`config.mk`:
```
export PLATFORM = sky130hd
export DESIGN_NAME = serial_tx_scheduler
export DESIGN_NICKNAME = d
export VERILOG_FILES = /design/src/rtl/serial_link_pkg.sv /design/src/rtl/tx_byte_shifter.sv /design/src/rtl/serial_tx_scheduler.sv
export SDC_FILE = /design/constraint.sdc
export NUM_CORES = 1
export LEC_CHECK = 0
export BUFFER_PORTS_ARGS = -buffer_cell sky130_fd_sc_hd__buf_2
export CAP_MARGIN = 20
export CORE_MARGIN = 10
export CORE_UTILIZATION = 49
export CTS_CLUSTER_SIZE = 25
export DETAILED_ROUTE_END_ITERATION = 6
export GPL_ROUTABILITY_DRIVEN = 1
export GPL_TIMING_DRIVEN = 0
export PLACE_DENSITY = 0.77
export SYNTH_ARGS = -nofsm -noshare
export SYNTH_HDL_FRONTEND = slang
export SYNTH_SLANG_ARGS = --single-unit
```
`constraint.sdc`:
```
create_clock -name clk_32f -period 1.8 [get_ports clk_32f]
set_clock_uncertainty 0.05 [all_clocks]
set_input_delay 0.27 -clock clk_32f [delete_from_list [all_inputs] [get_ports clk_32f]]
set_output_delay 0.27 -clock clk_32f [all_outputs]
set_load 0.01 [all_outputs]
```
`src/rtl/serial_link_pkg.sv`:
```
// ---------------------------------------------------------------------------
// serial_link_pkg
// Shared definitions for the clk_32f serial transmit path.
//   SYM_W     : symbol width in bits
//   IDLE_SYM  : training / idle comma
//   FILL_SYM  : fill symbol sent in ACTIVE when no requester has data
//   link_state_e : scheduler link state (TRAIN / ACTIVE)
// ---------------------------------------------------------------------------
package serial_link_pkg;

    localparam int SYM_W = 8;

    localparam logic [SYM_W-1:0] IDLE_SYM = 8'hBC;
    localparam logic [SYM_W-1:0] FILL_SYM = 8'h7C;

    typedef enum logic {
        ST_TRAIN  = 1'b0,
        ST_ACTIVE = 1'b1
    } link_state_e;

endpackage

```
`src/rtl/tx_byte_shifter.sv`:
```
// ---------------------------------------------------------------------------
// tx_byte_shifter
// Owns the bit counter and the output shift register. A symbol presented on
// sym_i is latched on the edge that ends a boundary cycle (cnt == 0) and is
// then sent MSB-first, one bit per clk_32f edge.
// Ports:
//   clk_32f      in   bit clock
//   reset        in   synchronous, active-low
//   sym_i        in   symbol to latch at the next boundary edge
//   boundary_o   out  1 while cnt == 0 (symbol selection cycle)
//   serial_out_o out  registered serial bit
//   sym_start_o  out  registered; 1 while serial_out_o carries bit 7
// ---------------------------------------------------------------------------
module tx_byte_shifter
    import serial_link_pkg::*;
(
    input  logic             clk_32f,
    input  logic             reset,
    input  logic [SYM_W-1:0] sym_i,
    output logic             boundary_o,
    output logic             serial_out_o,
    output logic             sym_start_o
);

    localparam int CNT_W = $clog2(SYM_W);

    logic [CNT_W-1:0] cnt_q,    cnt_d;
    logic [SYM_W-1:0] shift_q,  shift_d;
    logic             serial_q, serial_d;
    logic             start_q,  start_d;

    assign boundary_o   = (cnt_q == '0);
    assign serial_out_o = serial_q;
    assign sym_start_o  = start_q;

    always_comb begin
        // Counter free-runs and wraps naturally at SYM_W (a power of two).
        cnt_d = cnt_q + 1'b1;
        if (boundary_o) begin
            // Bit 7 goes straight to the output; the remaining bits are
            // left-justified so the next edge picks up bit 6.
            serial_d = sym_i[SYM_W-1];
            shift_d  = {sym_i[SYM_W-2:0], 1'b0};
            start_d  = 1'b1;
        end else begin
            serial_d = shift_q[SYM_W-1];
            shift_d  = {shift_q[SYM_W-2:0], 1'b0};
            start_d  = 1'b0;
        end
    end

    always_ff @(posedge clk_32f) begin
        if (!reset) begin
            cnt_q    <= '0;
            shift_q  <= '0;
            serial_q <= 1'b0;
            start_q  <= 1'b0;
        end else begin
            cnt_q    <= cnt_d;
            shift_q  <= shift_d;
            serial_q <= serial_d;
            start_q  <= start_d;
        end
    end

endmodule

```
`src/rtl/serial_tx_scheduler.sv`:
```
// ---------------------------------------------------------------------------
// serial_tx_scheduler
// Byte scheduler for the clk_32f serial transmit path. Trains the link with
// IDLE_SYM commas, then round-robin arbitrates two valid/ready requesters,
// inserting FILL_SYM when neither has data. Serialization is delegated to
// tx_byte_shifter.
// Optional feature macro: TX_STATS_EN adds per-lane 16-bit handshake
// counters byte_cnt0 / byte_cnt1.
// Ports:
//   clk_32f            in   bit clock
//   reset              in   synchronous, active-low
//   link_en            in   permit leaving TRAIN; sampled at boundaries only
//   valid0/data0       in   requester 0 request and byte
//   ready0             out  combinational; byte 0 accepted this cycle
//   valid1/data1       in   requester 1 request and byte
//   ready1             out  combinational; byte 1 accepted this cycle
//   serial_out         out  registered serial bit (MSB first)
//   active             out  registered; 1 while in ACTIVE
//   sym_start          out  registered; 1 while serial_out carries bit 7
//   byte_cnt0/1        out  (TX_STATS_EN only) wrapping handshake counts
// ---------------------------------------------------------------------------
module serial_tx_scheduler #(
    parameter int          TRAIN_COMMAS = 4,
    parameter logic [7:0]  IDLE_SYM     = serial_link_pkg::IDLE_SYM,
    parameter logic [7:0]  FILL_SYM     = serial_link_pkg::FILL_SYM
) (
    input  logic        clk_32f,
    input  logic        reset,
    input  logic        link_en,
    input  logic        valid0,
    input  logic [7:0]  data0,
    output logic        ready0,
    input  logic        valid1,
    input  logic [7:0]  data1,
    output logic        ready1,
    output logic        serial_out,
    output logic        active,
    output logic        sym_start
`ifdef TX_STATS_EN
    ,
    output logic [15:0] byte_cnt0,
    output logic [15:0] byte_cnt1
`endif
);

    import serial_link_pkg::*;

    localparam logic [3:0] COMMA_TGT = 4'(TRAIN_COMMAS);

    link_state_e state_q, state_d;
    logic [3:0]  comma_q, comma_d;
    logic [3:0]  comma_inc;
    logic        last_q,  last_d;     // 1: lane 1 was granted last
    logic        sel0, sel1;
    logic        grant0, grant1;
    logic        boundary;
    logic [7:0]  sym;

    tx_byte_shifter u_shifter (
        .clk_32f      (clk_32f),
        .reset        (reset),
        .sym_i        (sym),
        .boundary_o   (boundary),
        .serial_out_o (serial_out),
        .sym_start_o  (sym_start)
    );

    // Round-robin preference: lane 0 wins alone, or on contention when lane 1
    // was the last winner.
    assign sel0 = valid0 && (!valid1 || last_q);
    assign sel1 = valid1 && !sel0;

    always_comb begin
        state_d   = state_q;
        comma_d   = comma_q;
        last_d    = last_q;
        grant0    = 1'b0;
        grant1    = 1'b0;
        sym       = FILL_SYM;
        comma_inc = (comma_q >= COMMA_TGT) ? comma_q : comma_q + 4'd1;

        unique case (state_q)
            ST_TRAIN: begin
                sym = IDLE_SYM;
                if (boundary) begin
                    // The comma being latched now counts, so ACTIVE begins
                    // right after the final training comma.
                    comma_d = comma_inc;
                    if (comma_inc == COMMA_TGT && link_en) begin
                        state_d = ST_ACTIVE;
                    end
                end
            end
            ST_ACTIVE: begin
                if (!link_en) begin
                    // Drop the link at this boundary: send a comma instead of
                    // data and restart the training count.
                    sym = IDLE_SYM;
                    if (boundary) begin
                        state_d = ST_TRAIN;
                        comma_d = 4'd0;
                    end
                end else begin
                    sym    = sel0 ? data0 : (sel1 ? data1 : FILL_SYM);
                    // Reset gating keeps ready low during the reset cycle.
                    grant0 = sel0 && boundary && reset;
                    grant1 = sel1 && boundary && reset;
                    if (grant0) begin
                        last_d = 1'b0;
                    end else if (grant1) begin
                        last_d = 1'b1;
                    end
                end
            end
            default: begin
                state_d = ST_TRAIN;
            end
        endcase
    end

    always_ff @(posedge clk_32f) begin
        if (!reset) begin
            state_q <= ST_TRAIN;
            comma_q <= 4'd0;
            last_q  <= 1'b1;
        end else begin
            state_q <= state_d;
            comma_q <= comma_d;
            last_q  <= last_d;
        end
    end

    assign ready0 = grant0;
    assign ready1 = grant1;
    assign active = (state_q == ST_ACTIVE);

`ifdef TX_STATS_EN
    logic [15:0] byte_cnt0_q, byte_cnt1_q;

    always_ff @(posedge clk_32f) begin
        if (!reset) begin
            byte_cnt0_q <= 16'd0;
            byte_cnt1_q <= 16'd0;
        end else if (state_q == ST_ACTIVE) begin
            if (grant0) byte_cnt0_q <= byte_cnt0_q + 16'd1;
            if (grant1) byte_cnt1_q <= byte_cnt1_q + 16'd1;
        end
    end

    assign byte_cnt0 = byte_cnt0_q;
    assign byte_cnt1 = byte_cnt1_q;
`endif

endmodule

```
==> results of run 1 <==
-- flip-flops by register name, indices dropped and copies added (netlist names) --
register                cells
u_shifter.shift_q           7
comma_q                     4
u_shifter.cnt_q             3
active                      1
last_q                      1
u_shifter.serial_out_o      1
u_shifter.sym_start_o       1
-- stage by stage --
stage	hold slack (ns)	instance area, um^2	setup WS [ns]	utilization, %	power [mW]
6_report	0.1663	1080	0.009026	63.22	0.8817
3_5_place_dp	0.3945	1016	-0.06475	59.49	0.6307
3_3_place_gp	0.3845	1016	0.009013	59.49	0.6208
2_1_floorplan	0.3651	864.6	0.1179	-	0.5722
4_1_cts	0.1601	1080	0.005119	63.22	0.8914
5_1_grt	0.1658	1080	-0.06697	63.22	0.9310
-- cells by family after synthesis --
logic type | share of synthesized area, %
xor gates and xnor gates | 1.013
adders and majority gates | 4.342
DFF | 41.68
muxes | 2.316
buffers and inverters | 4.487
and+or+nand+nor | 23.44
AOI/OAI and AO/OA | 22.72
-- cell usage in the layout, fill, tap and decap left out, types with 3 or more instances in the layout --
cell and n:
nor2_1 8, o21ai_0 5, nand3_1 4, o32ai_1 6
inv_1 3, clkbuf_4 3, o211ai_1 3, o22ai_1 4
dfxtp_1 16, a21oi_1 6, buf_2 25, nand2_1 5
buf_4 3
-- per-layer routing --
metal	GRT usage [%]	wire, um
met1	12.72	839
met5	0	0
met4	3.822	0
met2	18.27	1099
met3	5.691	211
-- how the worst min path moves through the flow --
stage                                              from  slack [ns]                           endpoint  cells after the start
after floorplan                                data0[7]        0.37  u_shifter.serial_out_o$_SDFF_PN0_                      2
after global placement    u_shifter.cnt_q[0]$_SDFF_PN0_        0.38      u_shifter.cnt_q[0]$_SDFF_PN0_                      1
after detailed placement  u_shifter.cnt_q[0]$_SDFF_PN0_        0.39      u_shifter.cnt_q[0]$_SDFF_PN0_                      1
after CTS                                      data0[0]        0.16    u_shifter.shift_q[1]$_SDFF_PN0_                      3
after global routing                           data0[0]        0.17    u_shifter.shift_q[1]$_SDFF_PN0_                      3
final                                          data0[0]        0.17    u_shifter.shift_q[1]$_SDFF_PN0_                      3
-- tightest hold or removal path, delay by kind of cell --
| family | cells | cell delay, ns |
|---|---|---|
| buf+inv | 1 | 0.10 |
| compound gates | 1 | 0.05 |
| simple gates | 1 | 0.06 |
-- layout make-up --
| type | instances | area [um^2] | share of cell area (%) |
|---|---|---|---|
| plain buffers | 2 | 8.758 | 0.8111 |
| clock buffers | 4 | 36.28 | 3.360 |
| inverters | 5 | 18.77 | 1.738 |
| multi-input cells | 69 | 479.2 | 44.38 |
| flip-flops and latches | 18 | 362.8 | 33.60 |
| well taps | 25 | 31.28 | 2.897 |
| repair buffers | 27 | 142.6 | 13.21 |
-- timing repair --
action / CTS / global route
pin swaps: 3 / 0
resized for setup: 7 / 0
buffers inserted: 3 / 0
endpoints found under the hold margin: 0 / 0
endpoints found under the setup margin: 2 / 2
-- power groups by stage --
stage                     Sequential, mW  Clock [mW]  Combinational (mW)
after CTS                          0.456       0.257               0.178
after floorplan                    0.461           0               0.111
after global routing               0.461       0.269               0.201
after detailed placement           0.463           0               0.168
after global placement             0.461           0               0.160
final                              0.456       0.248               0.177
==> summary.md, run 1 <==
| Metric | Value |
|---|---|
| RSZ-0062 raised after global routing | yes |
| Synth top area cells | dfxtp_1 (42%), o32ai_1 (6.1%), ha_1 (4.3%) |
| Drt first pass iters | 4 |
| Residual DRC | 0 |
| Final Setup Violations | 0 |
| Max Cap Viol | 0 |
| Layout cells sized above 1 | 32.00% |
| Crit path capture type | output pin |
| Required @ worst endpoint | 1.48 ns |
| Final worst path period share | 99.50% |
| CP startpoint | u_shifter.cnt_q[1]$_SDFF_PN0_ |
| Leak | 0.4631 nW |
| Initial Util | 50.62% |
| Largest net degree at the start of global routing | 12 |
| Vias | 813 |
| Setup CP Type | reg -> out |
| Final Hold Viols | 0 |
| Register-to-Register Setup Slack | 0.30 ns |
| Synthesized net count | 120 |
| Yosys cell types | 32 |
| Post-synthesis instance total | 96 |
| Yosys warning count | 0 |
| Min Tclk post-route | 1.791 ns |
| Max IR drop VDD | 0.0005791 V |
| Switching portion of total power | 26.70% |
| Initial antenna violation count | 0 |
| Area fraction of the dominant cell type after synthesis | 41.68% |
| Crit path cell chain | inv_2 -> ha_4 -> and2b_4 -> nand4_1 -> nor3_1 -> buf_2 |
| Worst Max-Slew Pin Slew | 0.4527 ns |
| CTS max path bufs | 2 |
| IO buf count | 24 |
| GP Congestion | 0.7658 |
| Total Wirelength | 2150 um |
| Wire per inst | 14.33 um |
| CTS sink count | 18 |
| DRT iter0 DRCs | 16 |
| GRT overflow | 0 |
| # rows | 15 |
| Critical-path maximum fanout | 3 |
| #FFs+latches synth | 18 |
| Worst path max stage delay | 0.34 ns |
| Cell Pwr Density | 816.5 nW/um^2 |
| Via/cell ratio | 5.420 |
| Achievable Freq | 0.5584 GHz |
| Global-route wire length before repair | 3325 um |
| Worst R2R End | comma_q[2]$_SDFFE_PN0P_ |
| Worst path top cell family by delay | simple AND/OR/NAND/NOR gates |
| Clock latency at the later pin of the worst-skew pair | 0.29 ns |
| Chip Width | 62.01 um |
| Synth Flop Type | dfxtp_1 |
| CP Data Arrival Time | 1.47 ns |
| All-Layer GR Usage | 11.36% |
| WP depth | 6 |
| Average size of a mapped cell | 9.006 um^2 |
| Synth top cells by count | dfxtp_1 (18), nor2_1 (8), a21oi_1 (6), o32ai_1 (6) |
| Root buf cell | clkbuf_4 |
| Fillers | 142 |
| Die area | 3845 um^2 |
| Post-Layout Cell Count | 150 |
| CTS tree | built |
| Number of synthesized flops with an enable pin | 0 |
| Clk slew on worst S/H paths | 0.10 ns |
| Nets@finish | 150 |
| Clock power frac | 28.2% |
| Total core area | 1708 um^2 |
| Flop pwr share | 51.7% |
| Total negative slack | 0 ns |
| Worst path slowest cell | dfxtp_2 |
| Max-slew violations | 0 |
| Most instantiated library cell after synthesis | dfxtp_1 |
| Mapped Area | 864.6 um^2 |
| Most area-hungry cell type in the Yosys netlist | dfxtp_1 |
| Relative slew slack | 69.76% |
| Int Pwr | 0.6462 mW |
| CP Buf/Inv Count | 2 |
| Hold Crit Class | in -> reg |
| Cts hold-fix bufs | 0 |
| Net Switching | 0.2354 mW |
| # IOs | 26 |
| Die Ht | 62.01 um |
| Synth async-reset ratio | 0% |
| Num CTS Buffers | 3 |
| CP Launch Type | register |
| Worst r2r src | u_shifter.cnt_q[1]$_SDFF_PN0_ |
| Outcome | complete, no violations |
| Area growth, synth to finish | 24.89% |
| Antenna violation net count after detailed routing | 0 |
| Vias in the first global route | 773 |
| DP Wirelength | 1652 um |
| R2R depth | 6 |
| Placed instance count | 145 |
| N_diodes | 0 |
| Critical Path Sink | ready0 |
| Logic pwr share | 20.1% |
| Seq/Total Area, Yosys | 41.68% |
| CTS HTree Levels | 1 |
Note: power is estimated with default switching activity, not from simulation.
==> run 2: changes to the inputs <==
--- a/config.mk
+++ b/config.mk
@@ -9,6 +9,7 @@
 export CAP_MARGIN = 20
 export CORE_MARGIN = 10
 export CORE_UTILIZATION = 49
+export CTS_BUF_LIST = sky130_fd_sc_hd__clkbuf_16
 export CTS_CLUSTER_SIZE = 25
 export DETAILED_ROUTE_END_ITERATION = 6
 export GPL_ROUTABILITY_DRIVEN = 1
==> summary.md, run 2 (same netlist as run 1, synthesis figures left out) <==
| Metric | Value |
|---|---|
| Cell Pwr Density | 963.5 nW/um^2 (+18%) |
| Critical-path maximum fanout | 4 (+1) |
| Outcome | complete, no violations |
| All-Layer GR Usage | 11.57% (+0.21 points) |
| Max-slew violations | 0 (unchanged) |
| Switching portion of total power | 24.02% (-2.7 points) |
| Residual DRC | 0 (unchanged) |
| Worst path top cell family by delay | simple AND/OR/NAND/NOR gates |
| Min Tclk post-route | 1.796 ns (+0.005196 ns) |
| DP Wirelength | 1652 um (unchanged) |
| Commonest non-fill, non-tap cell in the layout | buf_2 |
| Die Ht | 62.01 um (unchanged) |
| DRT iter0 DRCs | 17 (+1) |
| Dpl ws | -0.06475 ns (unchanged) |
| Worst Max-Slew Pin Slew | 0.4500 ns (-0.002697 ns) |
| Leak | 0.4807 nW (+3.8%) |
| GP Congestion | 0.7658 (unchanged) |
| Clock latency at the later pin of the worst-skew pair | 0.25 ns (-0.04 ns) |
| Final Setup Violations | 0 (unchanged) |
| CP Buf/Inv Count | 2 (unchanged) |
| Max IR drop VDD | 0.0009128 V (+58%) |
| Int Pwr | 0.8208 mW (+27%) |
| # IOs | 26 (unchanged) |
| Clock power frac | 41.2% (+13 points) |
| Initial Util | 50.62% (unchanged) |
| Wire per inst | 14.56 um (+1.6%) |
| Nets@finish | 150 (unchanged) |
| Net Switching | 0.2594 mW (+10%) |
| Register-to-Register Setup Slack | 0.39 ns (+0.09 ns) |
| Antenna violation net count after detailed routing | 0 (unchanged) |
| Max Cap Viol | 0 (unchanged) |
| CTS tree | built |
| Area growth, synth to finish | 29.67% |
| # rows | 15 (unchanged) |
| Worst path max stage delay | 0.33 ns (about the same) |
| CTS HTree Levels | 1 (unchanged) |
| Most frequent cells in the layout | buf_2 (25), dfxtp_1 (17), nor2_1 (8) |
| Cts hold-fix bufs | 0 (unchanged) |
| Largest net degree at the start of global routing | 11 (-1) |
| Root buf cell | clkbuf_16 |
| Num CTS Buffers | 3 (unchanged) |
| Core Util, Final | 65.64% (+2.4 points) |
| Crit path capture type | output pin |
| Layout cells sized above 1 | 30.40% (-1.6 points) |
| Hold Crit Class | in -> reg |
| Most flop-heavy register | u_shifter.shift_q |
| GRT overflow | 0 (unchanged) |
| Relative slew slack | 69.94% (+0.18 points) |
| Total core area | 1708 um^2 (unchanged) |
| Chip Width | 62.01 um (unchanged) |
| Logic pwr share | 16.5% (-3.6 points) |
| Largest regs | u_shifter.shift_q x7, comma_q x4, u_shifter.cnt_q x3 |
| Crit path cell chain | inv_2 -> ha_4 -> and2b_4 -> nand4_1 -> nor3_1 -> buf_2 |
| Global-route wire length before repair | 3318 um (-0.21%) |
| CP Launch Type | register |
| Final worst path period share | 99.79% (+0.29 points) |
| Worst path slowest cell | dfxtp_2 |
| RSZ-0062 raised after global routing | yes |
| Total Wirelength | 2184 um (+1.6%) |
| Initial antenna violation count | 0 (unchanged) |
| Vias | 821 (+0.98%) |
| Achievable Freq | 0.5567 GHz (-0.29%) |
| CTS max path bufs | 2 (unchanged) |
| Flop pwr share | 42.3% (-9.4 points) |
| Vias in the first global route | 755 (-2.3%) |
| Setup CP Type | reg -> out |
| Final WS setup | 0.003830 ns (-0.005196 ns) |
| CP Data Arrival Time | 1.48 ns (about the same) |
| Required @ worst endpoint | 1.48 ns (about the same) |
| Via/cell ratio | 5.473 (+0.98%) |
| Final Hold Viols | 0 (unchanged) |
| IO buf count | 24 (unchanged) |
| N_diodes | 0 (unchanged) |
| Die area | 3845 um^2 (unchanged) |
| Max reg flops | 7 (unchanged) |
| CTS sink count | 18 (unchanged) |
| Drt first pass iters | 6 (+2) |
| Clk slew on worst S/H paths | 0.05 ns (-0.05 ns) |
[run 2: cell count changes in the layout (fill, tap and decap cells not counted)]
cell and delta:
dfxtp_1 +1, clkinv_1 +1, clkbuf_16 +3, clkbuf_8 -1
clkbuf_4 -3, dfxtp_2 -1
[run 2: timing repair]
item / 4_1_cts / 5_1_grt
pin swaps: 2 / 1
setup endpoints to repair: 2 / 2
gates resized for setup: 4 / 2
setup buffers: 2 / 1
[run 2: final cells by class]
class	instances	area, um^2
plain buffers	2	8.758
repair buffers	27	142.6
flip-flops and latches	18	361.6
clock buffers	3	75.07
fillers	139	586.8
clock inverters	1	3.754
multi-input cells	69	479.2
inverters	5	18.77
well taps	25	31.28
[run 2: through the flow]
stage / cell area [um^2] / hold slack (ns) / std cells / TNS (ns) / total power, mW
floorplan: 864.6 / 0.3651 / 96 / 0 / 0.5722
global placement: 1016 / 0.3845 / 145 / 0 / 0.6208
detailed placement: 1016 / 0.3945 / 145 / -0.06475 / 0.6307
CTS: 1116 / 0.2215 / 150 / 0 / 1.090
global route: 1121 / 0.2350 / 150 / -0.04382 / 1.129
finish: 1121 / 0.2232 / 150 / 0 / 1.080
[run 2: worst min-delay path, stage by stage]
cell and delay [ns]:
buf_2 0.10, nand3_1 0.06, a21oi_1 0.06
[run 2: final timing paths]
path	cells past startpoint	start	to
worst max-delay path	6	u_shifter.cnt_q[0]$_SDFF_PN0_	ready0
worst min-delay path	3	data0[0]	u_shifter.shift_q[1]$_SDFF_PN0_
worst max register to register	5	u_shifter.cnt_q[0]$_SDFF_PN0_	comma_q[2]$_SDFFE_PN0P_
worst min register to register	1	u_shifter.cnt_q[0]$_SDFF_PN0_	u_shifter.cnt_q[0]$_SDFF_PN0_
[run 2: power by group through the flow]
stage	registers, mW	logic, mW	clock network (mW)
2_1_floorplan	0.461	0.111	0
3_3_place_gp	0.461	0.160	0
3_5_place_dp	0.463	0.168	0
4_1_cts	0.455	0.177	0.457
5_1_grt	0.461	0.201	0.466
6_report	0.457	0.178	0.445
[run 2: per-layer routing]
layer	wire (um)	share of wire (%)	track usage, %	vias to the layer above
li1	-	-	-	413
met1	892	41	12.84	384
met2	1081	49	18.27	20
met3	183	8.4	5.691	4
met4	27	1.2	5.096	0
met5	0	0	0	-
==> run 3: changes to the inputs <==
--- a/config.mk
+++ b/config.mk
@@ -8,13 +8,13 @@
 export BUFFER_PORTS_ARGS = -buffer_cell sky130_fd_sc_hd__buf_2
 export CAP_MARGIN = 20
 export CORE_MARGIN = 10
-export CORE_UTILIZATION = 49
+export CORE_UTILIZATION = 51
 export CTS_BUF_LIST = sky130_fd_sc_hd__clkbuf_16
 export CTS_CLUSTER_SIZE = 25
 export DETAILED_ROUTE_END_ITERATION = 6
-export GPL_ROUTABILITY_DRIVEN = 1
 export GPL_TIMING_DRIVEN = 0
 export PLACE_DENSITY = 0.77
 export SYNTH_ARGS = -nofsm -noshare
 export SYNTH_HDL_FRONTEND = slang
+export SYNTH_HIERARCHICAL = 1
 export SYNTH_SLANG_ARGS = --single-unit
==> summary.md, run 3 <==
| Metric | Value |
|---|---|
| Seq/Total Area, Yosys | 35.78% (-5.9 points) |
| Synthesized net count | 140 (+17%) |
| Crit path capture type | output pin |
| Most frequent cells in the layout | buf_2 (25), nand2_1 (18), dfxtp_1 (15) |
| Initial Util | 52.41% (+1.8 points) |
| Yosys warning count | 6 (+6) |
| N_diodes | 0 (unchanged) |
| Total Wirelength | 2269 um (+3.9%) |
| Worst Hold Slack | 0.2948 ns (+0.07158 ns) |
| Via/cell ratio | 5.331 (-2.6%) |
| Root buf cell | clkbuf_16 |
| Top Usage Layer GRT | met2 |
| Most area-hungry cell type in the Yosys netlist | dfxtp_1 |
| IO buf count | 25 (+4.2%) |
| Chip Width | 64.44 um (+3.9%) |
| GRT overflow | 0 (unchanged) |
| Largest net degree at the start of global routing | 19 (+8) |
| Synth top area cells | dfxtp_1 (36%), mux2i_1 (8.9%), nand2_1 (6.7%) |
| CP Data Arrival Time | 1.39 ns (-0.09 ns) |
| Average size of a mapped cell | 8.683 um^2 (-3.6%) |
| Nets@finish | 171 (+14%) |
| Cell Pwr Density | 835.6 nW/um^2 (-13%) |
| Num CTS Buffers | 3 (unchanged) |
| Antenna violation net count after detailed routing | 0 (unchanged) |
| Crit path cell chain | inv_1 -> ha_2 -> nor2b_4 -> and3_4 -> and3_1 -> buf_2 |
| Die Ht | 64.44 um (+3.9%) |
| Total negative slack | 0 ns (unchanged) |
| Final total power | 1.056 mW (-2.2%) |
| #FFs+latches synth | 18 (unchanged) |
| Leak | 0.6061 nW (+26%) |
| Max Cap Viol | 0 (unchanged) |
| Hold Startpoint | link_en |
| CTS max path bufs | 2 (unchanged) |
| Worst path slowest cell | dfxtp_2 |
| DP Wirelength | 1704 um (+3.2%) |
| Layout cells sized above 1 | 31.03% (+0.63 points) |
| Mapped Area | 1007 um^2 (+16%) |
| Final Hold Viols | 0 (unchanged) |
| Max reg flops | 7 (unchanged) |
| Hold Crit Class | in -> reg |
| CTS HTree Levels | 1 (unchanged) |
| RSZ-0062 raised after global routing | no |
| R2R depth | 7 (+2) |
| Min-Delay Path Depth | 3 (unchanged) |
| Vias | 917 (+12%) |
| Synth top cells by count | dfxtp_1 (18), nand2_1 (18), mux2i_1 (9), inv_1 (6), nor3_1 (6) |
| Drt first pass iters | 4 (-2) |
| # rows | 16 (+1) |
| CP Buf/Inv Count | 2 (unchanged) |
| CP Launch Type | register |
| Hold Path End | active$_SDFF_PN0_ |
| Total core area | 1922 um^2 (+13%) |
| Area fraction of the dominant cell type after synthesis | 35.78% (-5.9 points) |
| GP Congestion | 0.7571 (-1.1%) |
| Area growth, synth to finish | 25.47% |
| Worst path top cell family by delay | simple AND/OR/NAND/NOR gates |
| Initial antenna violation count | 0 (unchanged) |
| Register-to-Register Setup Slack | 0.23 ns (-0.16 ns) |
| Outcome | complete, no violations |
| Wire per inst | 13.19 um (-9.4%) |
| Vias in the first global route | 855 (+13%) |
| Residual DRC | 0 (unchanged) |
| Synth async-reset ratio | 0% (unchanged) |
| Clock latency at the later pin of the worst-skew pair | 0.24 ns (about the same) |
| Synth Flop Type | dfxtp_1 |
| Post-synthesis instance total | 116 (+21%) |
| Number of synthesized flops with an enable pin | 0 (unchanged) |
| Global-route wire length before repair | 3608 um (+8.7%) |
| Clk slew on worst S/H paths | 0.05 ns (about the same) |
| Largest regs | u_shifter/shift_q x7, comma_q x4, u_shifter/cnt_q x3 |
| M3 GR Usage | 3.436% (-2.3 points) |
| Cts hold-fix bufs | 0 (unchanged) |
| Setup CP Type | reg -> out |
| Max-slew violations | 0 (unchanged) |
| Required @ worst endpoint | 1.48 ns (about the same) |
| Min Tclk post-route | 1.713 ns (-0.08318 ns) |
| Worst Max-Slew Pin Slew | 0.2429 ns (-0.2071 ns) |
| DRT iter0 DRCs | 23 (+6) |
| CTS tree | built |
| Final worst path period share | 95.17% (-4.6 points) |
| Relative slew slack | 83.58% (+14 points) |
| Max IR drop VDD | 0.0004321 V (-53%) |
| All-Layer GR Usage | 10.48% (-1.1 points) |
| Commonest non-fill, non-tap cell in the layout | buf_2 |
| CTS sink count | 18 (unchanged) |
| Met1 GRT Util | 12.03% (-0.81 points) |
| Final Setup Violations | 0 (unchanged) |
| Worst path max stage delay | 0.31 ns (-0.02 ns) |
| Achievable Freq | 0.5838 GHz (+4.9%) |
| Worst r2r src | u_shifter/cnt_q[1]$_SDFF_PN0_ |
| Grt met2 use | 17.98% (-0.29 points) |
| # IOs | 26 (unchanged) |
| Critical-path maximum fanout | 2 (-2) |
| Yosys cell types | 32 (unchanged) |
| Die area | 4153 um^2 (+8.0%) |
| Most flop-heavy register | u_shifter/shift_q |
| Worst R2R End | comma_q[0]$_SDFFE_PN0P_ |
## run 3: final cells by class
cell class / instances / area, um^2
Fill cell: 173 / 658.1
Multi-Input combinational cell: 86 / 579.3
Sequential cell: 18 / 364.1
Timing Repair Buffer: 28 / 147.6
Clock buffer: 3 / 75.07
Buffer: 4 / 41.29
Tap cell: 27 / 33.78
Inverter: 6 / 22.52
## run 3: worst register-to-register path: stages, from the launching register on
cell and delay, ns:
dfxtp_2 0.31, inv_1 0.05, ha_2 0.16, nor2b_4 0.17
buf_4 0.26, nor2b_1 0.16, mux2i_1 0.07, o32ai_1 0.23
## run 3: through the flow
step                      utilization (%)  std cells  instance area, um^2  worst slack (ns)
after floorplan                         -        116                 1007            0.1622
after global placement              60.68        168                 1166        -0.0005591
after detailed placement            60.68        168                 1166          -0.04162
after CTS                           65.36        172                 1256         0.0004313
after global routing                65.76        172                 1264          0.005143
final                               65.76        172                 1264           0.08701
## run 3: report_power, final
group / switching, mW / internal (mW)
sequential: 0.0184 / 0.433
clock: 0.127 / 0.291
combinational: 0.0921 / 0.0941
total: 0.238 / 0.818
## run 3: logic make-up (layout without fill, tap and decap cells)
kind of cell | Yosys count | count (layout) | synth area share [%]
AO/OA/AOI/OAI | 21 | 21 | 13.79
XOR/XNOR | 1 | 1 | 0.8697
adder cells (fa/ha/maj) | 3 | 3 | 3.727
buffers and inverters | 12 | 41 | 7.950
flip-flops | 18 | 18 | 35.78
multiplexers | 9 | 9 | 8.944
AND/OR/NAND/NOR | 52 | 52 | 28.94
## run 3: how the worst max path moves through the flow
stage                     slack (ns)  cells after the start                          start  endpoint
after floorplan                 0.16                      7  u_shifter/cnt_q[0]$_SDFF_PN0_    ready1
after global placement       -0.0006                      8  u_shifter/cnt_q[0]$_SDFF_PN0_    ready1
after detailed placement       -0.04                      8  u_shifter/cnt_q[0]$_SDFF_PN0_    ready1
after CTS                     0.0004                      7  u_shifter/cnt_q[0]$_SDFF_PN0_    ready1
after global routing           0.005                      6  u_shifter/cnt_q[1]$_SDFF_PN0_    ready1
final                           0.09                      6  u_shifter/cnt_q[1]$_SDFF_PN0_    ready1
## run 3: layer usage
metal,vias up,wire length [um]
li1,469,-
met1,420,1044
met2,26,1079
met3,2,135
met4,0,9
met5,-,0
## run 3: timing repair
action / CTS / global route
buffers inserted: 2 / 1
gates resized for setup: 3 / 3
hold endpoints to repair: 0 / 0
endpoints found under the setup margin: 2 / 2
